**src/rtl/uart_pkg.sv**
```systemverilog
// ============================================================================
// uart_pkg : shared UART constants, receiver FSM encoding and divider helper
// Rev 1.0  : initial release
// ============================================================================
`default_nettype none

package uart_pkg;

    localparam int OVS       = 16;
    localparam int DATA_BITS = 8;

    localparam logic [3:0] SAMPLE_MID  = 4'd9;
    localparam logic [3:0] SAMPLE_LAST = 4'd15;

    localparam logic [2:0] ST_IDLE  = 3'd0;
    localparam logic [2:0] ST_START = 3'd1;
    localparam logic [2:0] ST_DATA  = 3'd2;
    localparam logic [2:0] ST_STOP  = 3'd3;
    localparam logic [2:0] ST_BREAK = 3'd4;

    // clk cycles per oversample tick, truncated; shared with the transmitter baud generator
    function automatic int calc_div(input int clk_freq, input int baud);
        return clk_freq / (baud * OVS);
    endfunction

endpackage

`default_nettype wire

```
**src/rtl/uart_rx_tick.sv**
```systemverilog
// ============================================================================
// uart_rx_tick : oversample tick divider, counts 0..DIV-1 with synchronous clear
// Rev 1.0      : initial release
// ============================================================================
`default_nettype none

module uart_rx_tick #(
    parameter int DIV = 325
) (
    input  logic clk,
    input  logic rst_n,
    input  logic clr,
    output logic tick
);

    localparam int CW = (DIV > 1) ? $clog2(DIV) : 1;
    localparam logic [CW-1:0] C_LAST = CW'(DIV - 1);

    logic [CW-1:0] cnt_q;
    logic [CW-1:0] cnt_d;

    assign tick = (cnt_q == C_LAST);

    always_comb begin
        cnt_d = cnt_q + CW'(1);
        if (clr || tick) begin
            cnt_d = '0;
        end
    end

    always_ff @(posedge clk or negedge rst_n) begin
        if (!rst_n) begin
            cnt_q <= '0;
        end else begin
            cnt_q <= cnt_d;
        end
    end

endmodule

`default_nettype wire

```
**src/rtl/uart_rx_frame.sv**
```systemverilog
// ============================================================================
// uart_rx_frame : 8N1 UART receiver, 16x oversampling, majority vote of 7/8/9
// Rev 1.0       : initial release
// ============================================================================
`default_nettype none

module uart_rx_frame
    import uart_pkg::*;
#(
    parameter int CLK_FREQ = 50000000,
    parameter int BAUD     = 9600
) (
    input  logic       clk,
    input  logic       rst_n,
    input  logic       rs232_rx,
    output logic [7:0] rx_data,
    output logic       rx_valid,
    output logic       rx_int,
    output logic       rx_busy,
    output logic       frame_err
);

    localparam int DIV = calc_div(CLK_FREQ, BAUD);
    localparam logic [2:0] C_LAST_BIT = 3'(DATA_BITS - 1);

    logic [2:0] sync_q, sync_d;
    logic [2:0] state_q, state_d;
    logic [3:0] samp_cnt_q, samp_cnt_d;
    logic [2:0] bit_idx_q, bit_idx_d;
    logic [7:0] shift_q, shift_d;
    logic       s7_q, s7_d;
    logic       s8_q, s8_d;
    logic [7:0] rx_data_q, rx_data_d;
    logic       rx_valid_q, rx_valid_d;
    logic       rx_int_q, rx_int_d;
    logic       rx_busy_q, rx_busy_d;
    logic       frame_err_q, frame_err_d;

    logic       tick;
    logic       div_clr;
    logic       line;
    logic       fall;
    logic       maj;

    uart_rx_tick #(
        .DIV (DIV)
    ) u_tick (
        .clk   (clk),
        .rst_n (rst_n),
        .clr   (div_clr),
        .tick  (tick)
    );

    // sync_q[1] is the synchronized line, sync_q[2] its one-cycle history
    assign line = sync_q[1];
    assign fall = sync_q[2] & ~sync_q[1];
    assign maj  = (s7_q & s8_q) | (s7_q & line) | (s8_q & line);

    always_comb begin
        sync_d      = {sync_q[1:0], rs232_rx};
        state_d     = state_q;
        samp_cnt_d  = samp_cnt_q;
        bit_idx_d   = bit_idx_q;
        shift_d     = shift_q;
        s7_d        = s7_q;
        s8_d        = s8_q;
        rx_data_d   = rx_data_q;
        rx_valid_d  = 1'b0;
        rx_int_d    = 1'b1;
        rx_busy_d   = rx_busy_q;
        frame_err_d = 1'b0;
        div_clr     = 1'b0;

        case (state_q)
            ST_IDLE: begin
                if (fall) begin
                    state_d    = ST_START;
                    div_clr    = 1'b1;
                    samp_cnt_d = 4'd0;
                end
            end
            ST_START, ST_DATA, ST_STOP: begin
                if (tick) begin
                    samp_cnt_d = samp_cnt_q + 4'd1;
                    if (samp_cnt_q == SAMPLE_MID - 4'd2) s7_d = line;
                    if (samp_cnt_q == SAMPLE_MID - 4'd1) s8_d = line;

                    if (state_q == ST_START) begin
                        if (samp_cnt_q == SAMPLE_MID) begin
                            if (maj) begin
                                state_d    = ST_IDLE;
                                samp_cnt_d = 4'd0;
                            end else begin
                                rx_busy_d = 1'b1;
                            end
                        end
                        if (samp_cnt_q == SAMPLE_LAST) begin
                            state_d   = ST_DATA;
                            bit_idx_d = 3'd0;
                        end
                    end else if (state_q == ST_DATA) begin
                        if (samp_cnt_q == SAMPLE_MID) begin
                            shift_d[bit_idx_q] = maj;
                        end
                        if (samp_cnt_q == SAMPLE_LAST) begin
                            if (bit_idx_q == C_LAST_BIT) begin
                                state_d = ST_STOP;
                            end else begin
                                bit_idx_d = bit_idx_q + 3'd1;
                            end
                        end
                    end else if (samp_cnt_q == SAMPLE_MID) begin
                        // Leave mid stop bit so a back-to-back start edge is not missed
                        samp_cnt_d = 4'd0;
                        bit_idx_d  = 3'd0;
                        if (maj) begin
                            rx_data_d  = shift_q;
                            rx_valid_d = 1'b1;
                            rx_int_d   = 1'b0;
                            rx_busy_d  = 1'b0;
                            state_d    = ST_IDLE;
                        end else begin
                            frame_err_d = 1'b1;
                            state_d     = ST_BREAK;
                        end
                    end
                end
            end
            ST_BREAK: begin
                if (line) begin
                    rx_busy_d = 1'b0;
                    state_d   = ST_IDLE;
                end
            end
            default: begin
                state_d   = ST_IDLE;
                rx_busy_d = 1'b0;
            end
        endcase
    end

    always_ff @(posedge clk or negedge rst_n) begin
        if (!rst_n) begin
            sync_q      <= 3'b111;
            state_q     <= ST_IDLE;
            samp_cnt_q  <= 4'd0;
            bit_idx_q   <= 3'd0;
            shift_q     <= 8'd0;
            s7_q        <= 1'b0;
            s8_q        <= 1'b0;
            rx_data_q   <= 8'd0;
            rx_valid_q  <= 1'b0;
            rx_int_q    <= 1'b1;
            rx_busy_q   <= 1'b0;
            frame_err_q <= 1'b0;
        end else begin
            sync_q      <= sync_d;
            state_q     <= state_d;
            samp_cnt_q  <= samp_cnt_d;
            bit_idx_q   <= bit_idx_d;
            shift_q     <= shift_d;
            s7_q        <= s7_d;
            s8_q        <= s8_d;
            rx_data_q   <= rx_data_d;
            rx_valid_q  <= rx_valid_d;
            rx_int_q    <= rx_int_d;
            rx_busy_q   <= rx_busy_d;
            frame_err_q <= frame_err_d;
        end
    end

    assign rx_data   = rx_data_q;
    assign rx_valid  = rx_valid_q;
    assign rx_int    = rx_int_q;
    assign rx_busy   = rx_busy_q;
    assign frame_err = frame_err_q;

endmodule

`default_nettype wire

```
**config.mk**
```make
export PLATFORM = sky130hd
export DESIGN_NAME = uart_rx_frame
export DESIGN_NICKNAME = d
export VERILOG_FILES = /design/src/rtl/uart_pkg.sv /design/src/rtl/uart_rx_tick.sv /design/src/rtl/uart_rx_frame.sv
export SDC_FILE = /design/constraint.sdc
export NUM_CORES = 1
export LEC_CHECK = 0
export BUFFER_PORTS_ARGS = -buffer_cell sky130_fd_sc_hd__buf_2
export CELL_PAD_IN_SITES_DETAIL_PLACEMENT = 0
export CELL_PAD_IN_SITES_GLOBAL_PLACEMENT = 1
export CORE_MARGIN = 8
export CORE_UTILIZATION = 52
export DETAILED_ROUTE_END_ITERATION = 12
export PLACE_DENSITY = 0.87
export SETUP_SLACK_MARGIN = 0.2
export SLEW_MARGIN = 20
export SYNTH_ARGS = -nofsm -noshare
export SYNTH_HDL_FRONTEND = slang
export SYNTH_SLANG_ARGS = --single-unit
```
**constraint.sdc**
```tcl
create_clock -name clk -period 4.6 [get_ports clk]
set_clock_uncertainty 0.05 [all_clocks]
set_input_delay 0.23 -clock clk [delete_from_list [all_inputs] [get_ports clk]]
set_output_delay 0.23 -clock clk [all_outputs]
set_load 0.05 [all_outputs]
```
==> impl_metrics.ini, run 1 <==
[cells_and_area]
n_antenna_cell = 0
final_cell_mix = 40 x dfrtp_1, 21 x mux2_2, 14 x nor2_1, 14 x nand3_1, 13 x buf_2
finalNonFillerCells = 262
fill_cells = 369
post-route-util_pct = 57.3
area_growth_pct = 8.98
final_common_cell = dfrtp_1
layout-drive-gt1-share_pct = 29.0
postLayoutCellArea_um2 = 2440
nNetsFinal = 219

[drt]
routed_wl_um = 4110
drtPass1Iterations = 6
wire_per_inst_um = 15.7
drtIter0Drc = 144
antenna_left = 0
drc = 0
vias = 1523
viasPerCell = 5.81

[setup_path]
crit_type = reg -> reg
crit_fanout = 11
cp.arrival_ps = 2640
startpoint_type = flop
cp_data_required_time_ps = 4730
endpoint_kind = flop

[synthesis]
seq_area_frac_synth_pct = 49.3
synthArstFlopShare_pct = 100
synth.distinct_cells = 52
synthesis.nets = 206
synth_top_flop_cell = dfrtp_1
netlist_instances = 196
syn-cell-area_um2 = 2240
synth_edf_count = 0
yosysWarnings = 0
synth.avg_cell_area_um2 = 11.4
ys_seq_elements = 44

[placed_design]
hpwl_um = 2870
pre_cts_ws_ps = 2110
dp.cells = 252
io_buffers = 14
placedInstanceArea_um2 = 2330
gp_congestion = 0.745

[timing]
max_freq_mhz = 399
min_period_over_period_pct = 54.5
setup_tns_ps = 0
fin_ws_ps = 2090
hold_viol = 0
setup_viol = 0
timing.final.crit_period_ps = 2510
worst_slew_pin_slew_ps = 584
rsz0062_at_grt = false
report.final.slew_viol_count = 0
max_slew_margin_pct = 60.8
whs_ps = 308

[clocking]
cts-buffers-inserted = 5
clkTransAtPathRegs_ps = 80
tritoncts = done
cts_root_buffer = clkbuf_8
cts_sinks = 44
insertion_delay_ps = 290
clock_path_buffers = 2
postCtsResizedCells = 0
htreeDepth = 2

[pwr]
p_per_area_nw_per_um2 = 411
p_leak_nw = 1.15
irDropWorstVdd_uv = 231
power_mw = 1.01

[worst_hold_path]
hp-class = reg -> reg

[global_route]
grt_max_degree = 45
grt-ovfl-total = 0
grt_pass1_wl_um = 7010
grt.total_usage_pct = 13.2
antenna_found_initial = 0
grt_pass1_vias = 1521

[floorplan]
initial_utilization_pct = 52.6
coreArea_um2 = 4260
pin_count = 15
die_w_um = 81.7
num_rows = 24
fp.dieH_um = 81.7
dieArea_um2 = 6670

[status]
status = finished, final reports clean

[flow_run]
cap_violations = 0
state kept, by name (all words and copies together) (netlist names):
name          cells
s7_q              1
frame_err         1
sync_q            3
shift_q           8
u_tick.cnt_q      9
rx_valid          1
rx_busy           1
rx_data           8
state_q           3
s8_q              1
bit_idx_q         3
samp_cnt_q        4
rx_int            1
area by class of cell:
type	count	area, um2	share of cell area (%)
clock buffers	7	86.3	3.53
clock inverters	1	7.51	0.307
inverters	10	37.5	1.54
multi-input cells	132	1050	42.9
flip-flops and latches	44	1110	45.2
well taps	52	65.1	2.66
repair buffers	16	92.6	3.79
cell families after synthesis:
logic type / count (synthesis) / synth area share [%]
muxes: 21 / 10.5
buffers and inverters: 20 / 3.90
xor gates and xnor gates: 7 / 2.73
adders and majority gates: 8 / 4.35
AOI/OAI and AO/OA: 22 / 8.20
DFF: 44 / 49.3
and+or+nand+nor: 74 / 21.0
metal layers:
layer	vias up	share of wire (%)	global-route usage, %
li1	734	-	-
met3	6	5.3	3.72
met1	754	44	16.0
met2	29	49	22.2
met5	-	0	0
met4	0	1.2	4.56
final timing paths:
| check | cells past startpoint | from | to | slack [ps] |
|---|---|---|---|---|
| min in group asynchronous | 2 | rst_n | state_q[2]$_DFFE_PN0P_ | 420 |
| worst min-delay path | 0 | sync_q[0]$_DFF_PN1_ | sync_q[1]$_DFF_PN1_ | 310 |
| worst min register to register | 0 | sync_q[0]$_DFF_PN1_ | sync_q[1]$_DFF_PN1_ | 310 |
| worst max register to register | 6 | bit_idx_q[0]$_DFFE_PN0P_ | bit_idx_q[2]$_DFFE_PN0P_ | 2090 |
| worst max-delay path | 6 | bit_idx_q[0]$_DFFE_PN0P_ | bit_idx_q[2]$_DFFE_PN0P_ | 2090 |
| max in group asynchronous | 2 | rst_n | sync_q[2]$_DFF_PN1_ | 3700 |
critical path, cell delays in order, from the launching register on:
cell,delay [ps]
dfrtp_1,510
ha_1,260
ha_1,190
or3b_2,450
a21o_1,200
a221oi_2,360
mux2_2,380
power breakdown:
part / internal (mW) / switching (mW) / leakage, nW
Sequential: 0.435 / 0.0848 / 0.569
Combinational: 0.111 / 0.126 / 0.540
Clock: 0.122 / 0.127 / 0.0445
synthesized netlist by cell type, drive strengths merged, types with 3 or more instances:
master	count	share of area [%]
a21oi	3	0.67
buf	4	1.2
clkbuf	6	1.0
dfrtp	40	45
dfstp	4	4.7
ha	7	3.9
inv	10	1.7
mux2	21	11
nand2	9	1.8
nand2b	4	1.1
nand3	14	3.1
nand4	4	1.1
nand4b	4	1.6
nor2	14	2.3
nor4	4	1.8
nor4b	4	2.2
o21ai	3	0.67
xor2	6	2.3
what timing repair did:
action	in CTS	in global routing
endpoints found under the hold margin	1	40
buffers inserted	0	0
hold buffers	1	1
(Power assumes the default switching activity.)
==> run 2: changes to the inputs <==
- ABC_AREA: default -> 1
- CORE_UTILIZATION: 52 -> 45
- PLACE_DENSITY: 0.87 -> 0.81
- clock period: 4.6 -> 2.5 ns (I/O delays scaled with it)
==> impl_metrics.ini, run 2 <==
[placed_design]
pre_cts_ws_ps = 720
gp_congestion = 0.848
placedInstanceArea_um2 = 2450
dp.cells = 365
hpwl_um = 3220
io_buffers = 14

[drt]
drc = 0
vias = 1775
routed_wl_um = 4370
drtIter0Drc = 86
antenna_left = 0
wire_per_inst_um = 11.6
drtPass1Iterations = 4
viasPerCell = 4.72

[timing]
setup_tns_ps = 0
min_period_over_period_pct = 71.5
fin_ws_ps = 712
max_slew_margin_pct = 63.5
whs_ps = 286
timing.final.crit_period_ps = 1790
report.final.slew_viol_count = 0
setup_viol = 0
worst_slew_pin_slew_ps = 548
rsz0062_at_grt = false
hold_viol = 0
max_freq_mhz = 559

[clocking]
post_cts_buffers = 0
clkTransAtPathRegs_ps = 80
cts_root_buffer = clkbuf_8
cts_sinks = 44
htreeDepth = 2
insertion_delay_ps = 300
clock_path_buffers = 2
tritoncts = done
cts-buffers-inserted = 5

[setup_path]
crit_fanout = 14
startpoint_type = flop
endpoint_kind = flop
cp.arrival_ps = 1940
crit_type = reg -> reg
cp_data_required_time_ps = 2650

[pwr]
irDropWorstVdd_uv = 358
p_int_mw = 1.18
swShare_pct = 37.8
p_per_area_nw_per_um2 = 736
clkPwrFrac_pct = 23.1
p_leak_nw = 1.27
netSwitchingPower_mw = 0.718
share_seq_of_total_power_pct = 47.0
p_comb_share_pct = 29.8

[cells_and_area]
final_cell_mix = 82 x nand2_1, 40 x dfrtp_1, 29 x inv_1, 29 x nor2_1, 25 x nand3_1
final_common_cell = nand2_1
largest_register_ffs = 9
finalNonFillerCells = 376
layout-drive-gt1-share_pct = 17.6
area_growth_pct = 11.8
postLayoutCellArea_um2 = 2580
n_antenna_cell = 0
largest_register = u_tick.cnt_q
nNetsFinal = 315

[synthesis]
synthTopCellsByArea = dfrtp_1 43%, nand2_1 13%, nand3_1 5.4%
netlist_instances = 283
synth_top_flop_cell = dfrtp_1
synth_top_area_share_pct = 43.3
ys_seq_elements = 44
yosys.area.top_type = dfrtp_1
synthArstFlopShare_pct = 100
yosysWarnings = 0
synth.distinct_cells = 32
synthesis.nets = 293
syn-cell-area_um2 = 2310
seq_area_frac_synth_pct = 47.9
synth_most_common_cell = nand2_1
synth.avg_cell_area_um2 = 8.16
synth_edf_count = 0
synthTopCellsByCount = 82 x nand2_1, 40 x dfrtp_1, 29 x inv_1, 29 x nor2_1, 25 x nand3_1

[floorplan]
num_rows = 26
pin_count = 15
fp.dieH_um = 87.6
initial_utilization_pct = 45.8
die_w_um = 87.6
coreArea_um2 = 5040
dieArea_um2 = 7680

[flow_run]
cap_violations = 0

[status]
status = finished, final reports clean

[global_route]
grt-ovfl-total = 0
antenna_found_initial = 0
grt_pass1_vias = 1727
grt_pass1_wl_um = 7810
grt.total_usage_pct = 12.9
grt_max_degree = 45

[worst_hold_path]
hp-class = in -> async
[run 2: cell types whose count changed after synthesis, sizes merged, moves of 9 or more]
cell / delta
inv: +23
mux2: -21
nand2: +78
nand3: +14
nor2: +23
nor3: +9
o21ai: +9
[run 2: kinds of logic after synthesis]
family / synth area share (%)
buf+inv: 6.34
fa+ha+maj: 3.79
flops: 47.9
simple gates: 35.8
compound gates: 5.42
xor+xnor: 0.759
[run 2: worst paths after layout]
path | startpoint | to | slack (ps) | depth (start not counted)
max in group asynchronous | rst_n | sync_q[1]$_DFF_PN1_ | 1540 | 3
setup / recovery | state_q[2]$_DFFE_PN0P_ | rx_data[5]$_DFFE_PN0P_ | 710 | 8
min in group clk | sync_q[0]$_DFF_PN1_ | sync_q[1]$_DFF_PN1_ | 310 | 0
hold reg to reg | sync_q[0]$_DFF_PN1_ | sync_q[1]$_DFF_PN1_ | 310 | 0
setup reg to reg | state_q[2]$_DFFE_PN0P_ | rx_data[5]$_DFFE_PN0P_ | 710 | 8
hold / removal | rst_n | samp_cnt_q[1]$_DFFE_PN0P_ | 290 | 2
[run 2: per-stage QoR]
step / util [%] / power, mW
final: 51.2 / 1.90
after global routing: 51.2 / 2.05
after CTS: 50.6 / 1.91
after detailed placement: 48.6 / 1.47
after global placement: 48.6 / 1.47
after floorplan: - / 1.33
[run 2: layout make-up]
cell class | count | area [um2]
fill | 487 | 2460
clock buffer | 6 | 72.6
timing repair buffer | 17 | 118
tap | 70 | 87.6
clock inverter | 2 | 12.5
multi-input combinational | 203 | 1060
inverter | 34 | 128
sequential | 44 | 1110
[run 2: layer usage]
metal,wire [um],vias to the layer above,track usage (%)
li1,-,944,-
met1,2120,794,16.1
met2,1970,29,21.1
met3,198,8,2.35
met4,80,0,5.63
met5,0,-,0
[run 2: timing repair]
| action | 4_1_cts | 5_1_grt |
|---|---|---|
| resized for setup | 0 | 0 |
| endpoints found under the setup margin | 0 | 0 |
| hold buffers | 2 | 0 |
| hold endpoints to repair | 41 | 0 |
[run 2: critical path, cell delays in order (launching register included)]
cell and delay [ps]:
dfrtp_1 460, nor2_2 260, nand2_2 120, nand2_1 120
nor3_2 50, nand2_2 250, clkinv_1 220, nand2_1 110
nand2_1 50
[run 2: power groups by stage]
stage                     combinational, mW  sequential (mW)  clock (mW)
after floorplan                       0.425            0.904           0
after global placement                0.570            0.904           0
after detailed placement              0.563            0.905           0
after CTS                             0.565            0.894       0.455
after global routing                  0.649            0.910       0.492
final                                 0.566            0.894       0.440
==> run 3: changes to the inputs <==
- CORE_UTILIZATION: 45 -> 41
- PLACE_DENSITY: 0.81 -> 0.78
- clock period: 2.5 -> 1.6 ns (I/O delays scaled with it)
==> impl_metrics.ini, run 3 (synthesized netlist as in run 2, its figures left out) <==
[floorplan]
fp.dieH_um = 91.1
die_w_um = 91.1
coreArea_um2 = 5470
num_rows = 27
initial_utilization_pct = 42.2
dieArea_um2 = 8290
pin_count = 15

[setup_path]
critPathTopFamily = simple AND/OR/NAND/NOR gates
cp.arrival_ps = 1800
crit_type = reg -> reg
cp_slowest_cell = dfrtp_1
crit_fanout = 4
max_stage_delay_ps = 460
endpoint_kind = flop
startpoint_type = flop
cp_data_required_time_ps = 1790
cpMostUsedCell = buf_4
path_cells = ha_4, nand3_4, buf_4, buf_4, nor2_4, nand3_1, and2_1, nor2_1
critPathBufInv = 2

[flow_run]
cap_violations = 0

[cells_and_area]
postLayoutCellArea_um2 = 3060
area_growth_pct = 32.3
post-route-util_pct = 55.8
final_common_cell = nand2_1
largest_register = u_tick.cnt_q
nNetsFinal = 350
final_cell_mix = 72 x nand2_1, 37 x dfrtp_1, 30 x buf_4
finalNonFillerCells = 413
largest_register_ffs = 9
n_antenna_cell = 0
layout-drive-gt1-share_pct = 34.3

[timing]
report.final.slew_viol_count = 0
timing.final.crit_period_ps = 1600
fin_ws_ps = -4.06
worst_slew_pin_slew_ps = 424
min_period_over_period_pct = 100
setup_viol = 1
setup_tns_ps = -4.06
max_slew_margin_pct = 71.7
rsz0062_at_grt = true
hold_viol = 0
max_freq_mhz = 623

[drt]
drtIter0Drc = 70
viasPerCell = 4.74
drc = 0
antenna_left = 0
routed_wl_um = 5030
vias = 1956
drtPass1Iterations = 4
wire_per_inst_um = 12.2

[clocking]
clkTransAtPathRegs_ps = 90
cts_sinks = 44
insertion_delay_ps = 310
clock_path_buffers = 2
cts-buffers-inserted = 5
cts_root_buffer = clkbuf_8
tritoncts = done
htreeDepth = 2

[placed_design]
placedInstanceArea_um2 = 2670
io_buffers = 14
dp.cells = 387
gp_congestion = 0.807
pre_cts_ws_ps = -81.8
hpwl_um = 3500

[global_route]
antenna_found_initial = 0
grt_pass1_wl_um = 8780
grt_max_degree = 29
grt.total_usage_pct = 13.0
grt-ovfl-total = 0
grt_pass1_vias = 1923

[pwr]
p_per_area_nw_per_um2 = 1180
irDropWorstVdd_uv = 788
p_int_mw = 2.29
p_comb_share_pct = 36.6
p_leak_nw = 1.50
share_seq_of_total_power_pct = 38.7
clkPwrFrac_pct = 24.7
swShare_pct = 36.8
netSwitchingPower_mw = 1.33

[worst_hold_path]
hp-class = in -> async

[status]
violations = setup timing
status = complete, but fails checks
run 3: per-layer routing:
metal / share of wire, % / GRT usage (%) / vias to the layer above
met3: 5.1 / 4.44 / 12
met4: 2.0 / 4.64 / 0
li1: - / - / 1014
met1: 48 / 16.3 / 889
met2: 45 / 20.4 / 41
met5: 0 / 0 / -
run 3: path summary, 6_finish.rpt:
kind | from | to | slack, ps | cells past startpoint
max | samp_cnt_q[0]$_DFFE_PN0P_ | shift_q[0]$_DFFE_PN0P_ | -4 | 8
min | rst_n | samp_cnt_q[2]$_DFFE_PN0P_ | 180 | 2
max reg2reg | samp_cnt_q[0]$_DFFE_PN0P_ | shift_q[0]$_DFFE_PN0P_ | -4 | 8
min reg2reg | sync_q[0]$_DFF_PN1_ | sync_q[1]$_DFF_PN1_ | 310 | 0
max in group asynchronous | rst_n | rx_int$_DFF_PN1_ | 760 | 3
min in group clk | sync_q[0]$_DFF_PN1_ | sync_q[1]$_DFF_PN1_ | 310 | 0
run 3: power groups by stage:
stage / combinational [mW] / clock, mW / sequential, mW
floorplan: 0.719 / 0 / 1.42
CTS: 1.28 / 0.930 / 1.39
global placement: 1.10 / 0 / 1.41
global route: 1.49 / 0.968 / 1.42
finish: 1.32 / 0.894 / 1.40
detailed placement: 1.10 / 0 / 1.41
run 3: worst reg2reg max path, cell delays in order, from the launching register on:
cell	delay, ps
dfrtp_1	460
ha_4	170
nand3_4	80
buf_4	170
buf_4	140
nor2_4	130
nand3_1	110
and2_1	160
nor2_1	80
run 3: layout make-up:
class                   count  area [um2]
well taps                  72        90.1
fillers                   525        2420
clock buffers               5        68.8
flip-flops and latches     44        1110
multi-input cells         204        1220
clock inverters             3        46.3
inverters                  34         135
repair buffers             51         389
run 3: repair_timing:
item | in CTS | in global routing
cloned | 1 | 0
hold buffers | 2 | 0
endpoints found under the setup margin | 39 | 41
resized for setup | 27 | 5
pin swaps | 11 | 5
hold endpoints to repair | 19 | 0
buffers inserted | 13 | 2
run 3: stage by stage:
stage / power, mW / hold WS, ps
4_1_cts: 3.60 / 184
3_3_place_gp: 2.50 / -8.13
3_5_place_dp: 2.50 / -9.75
6_report: 3.62 / 178
2_1_floorplan: 2.14 / -266
5_1_grt: 3.87 / 218
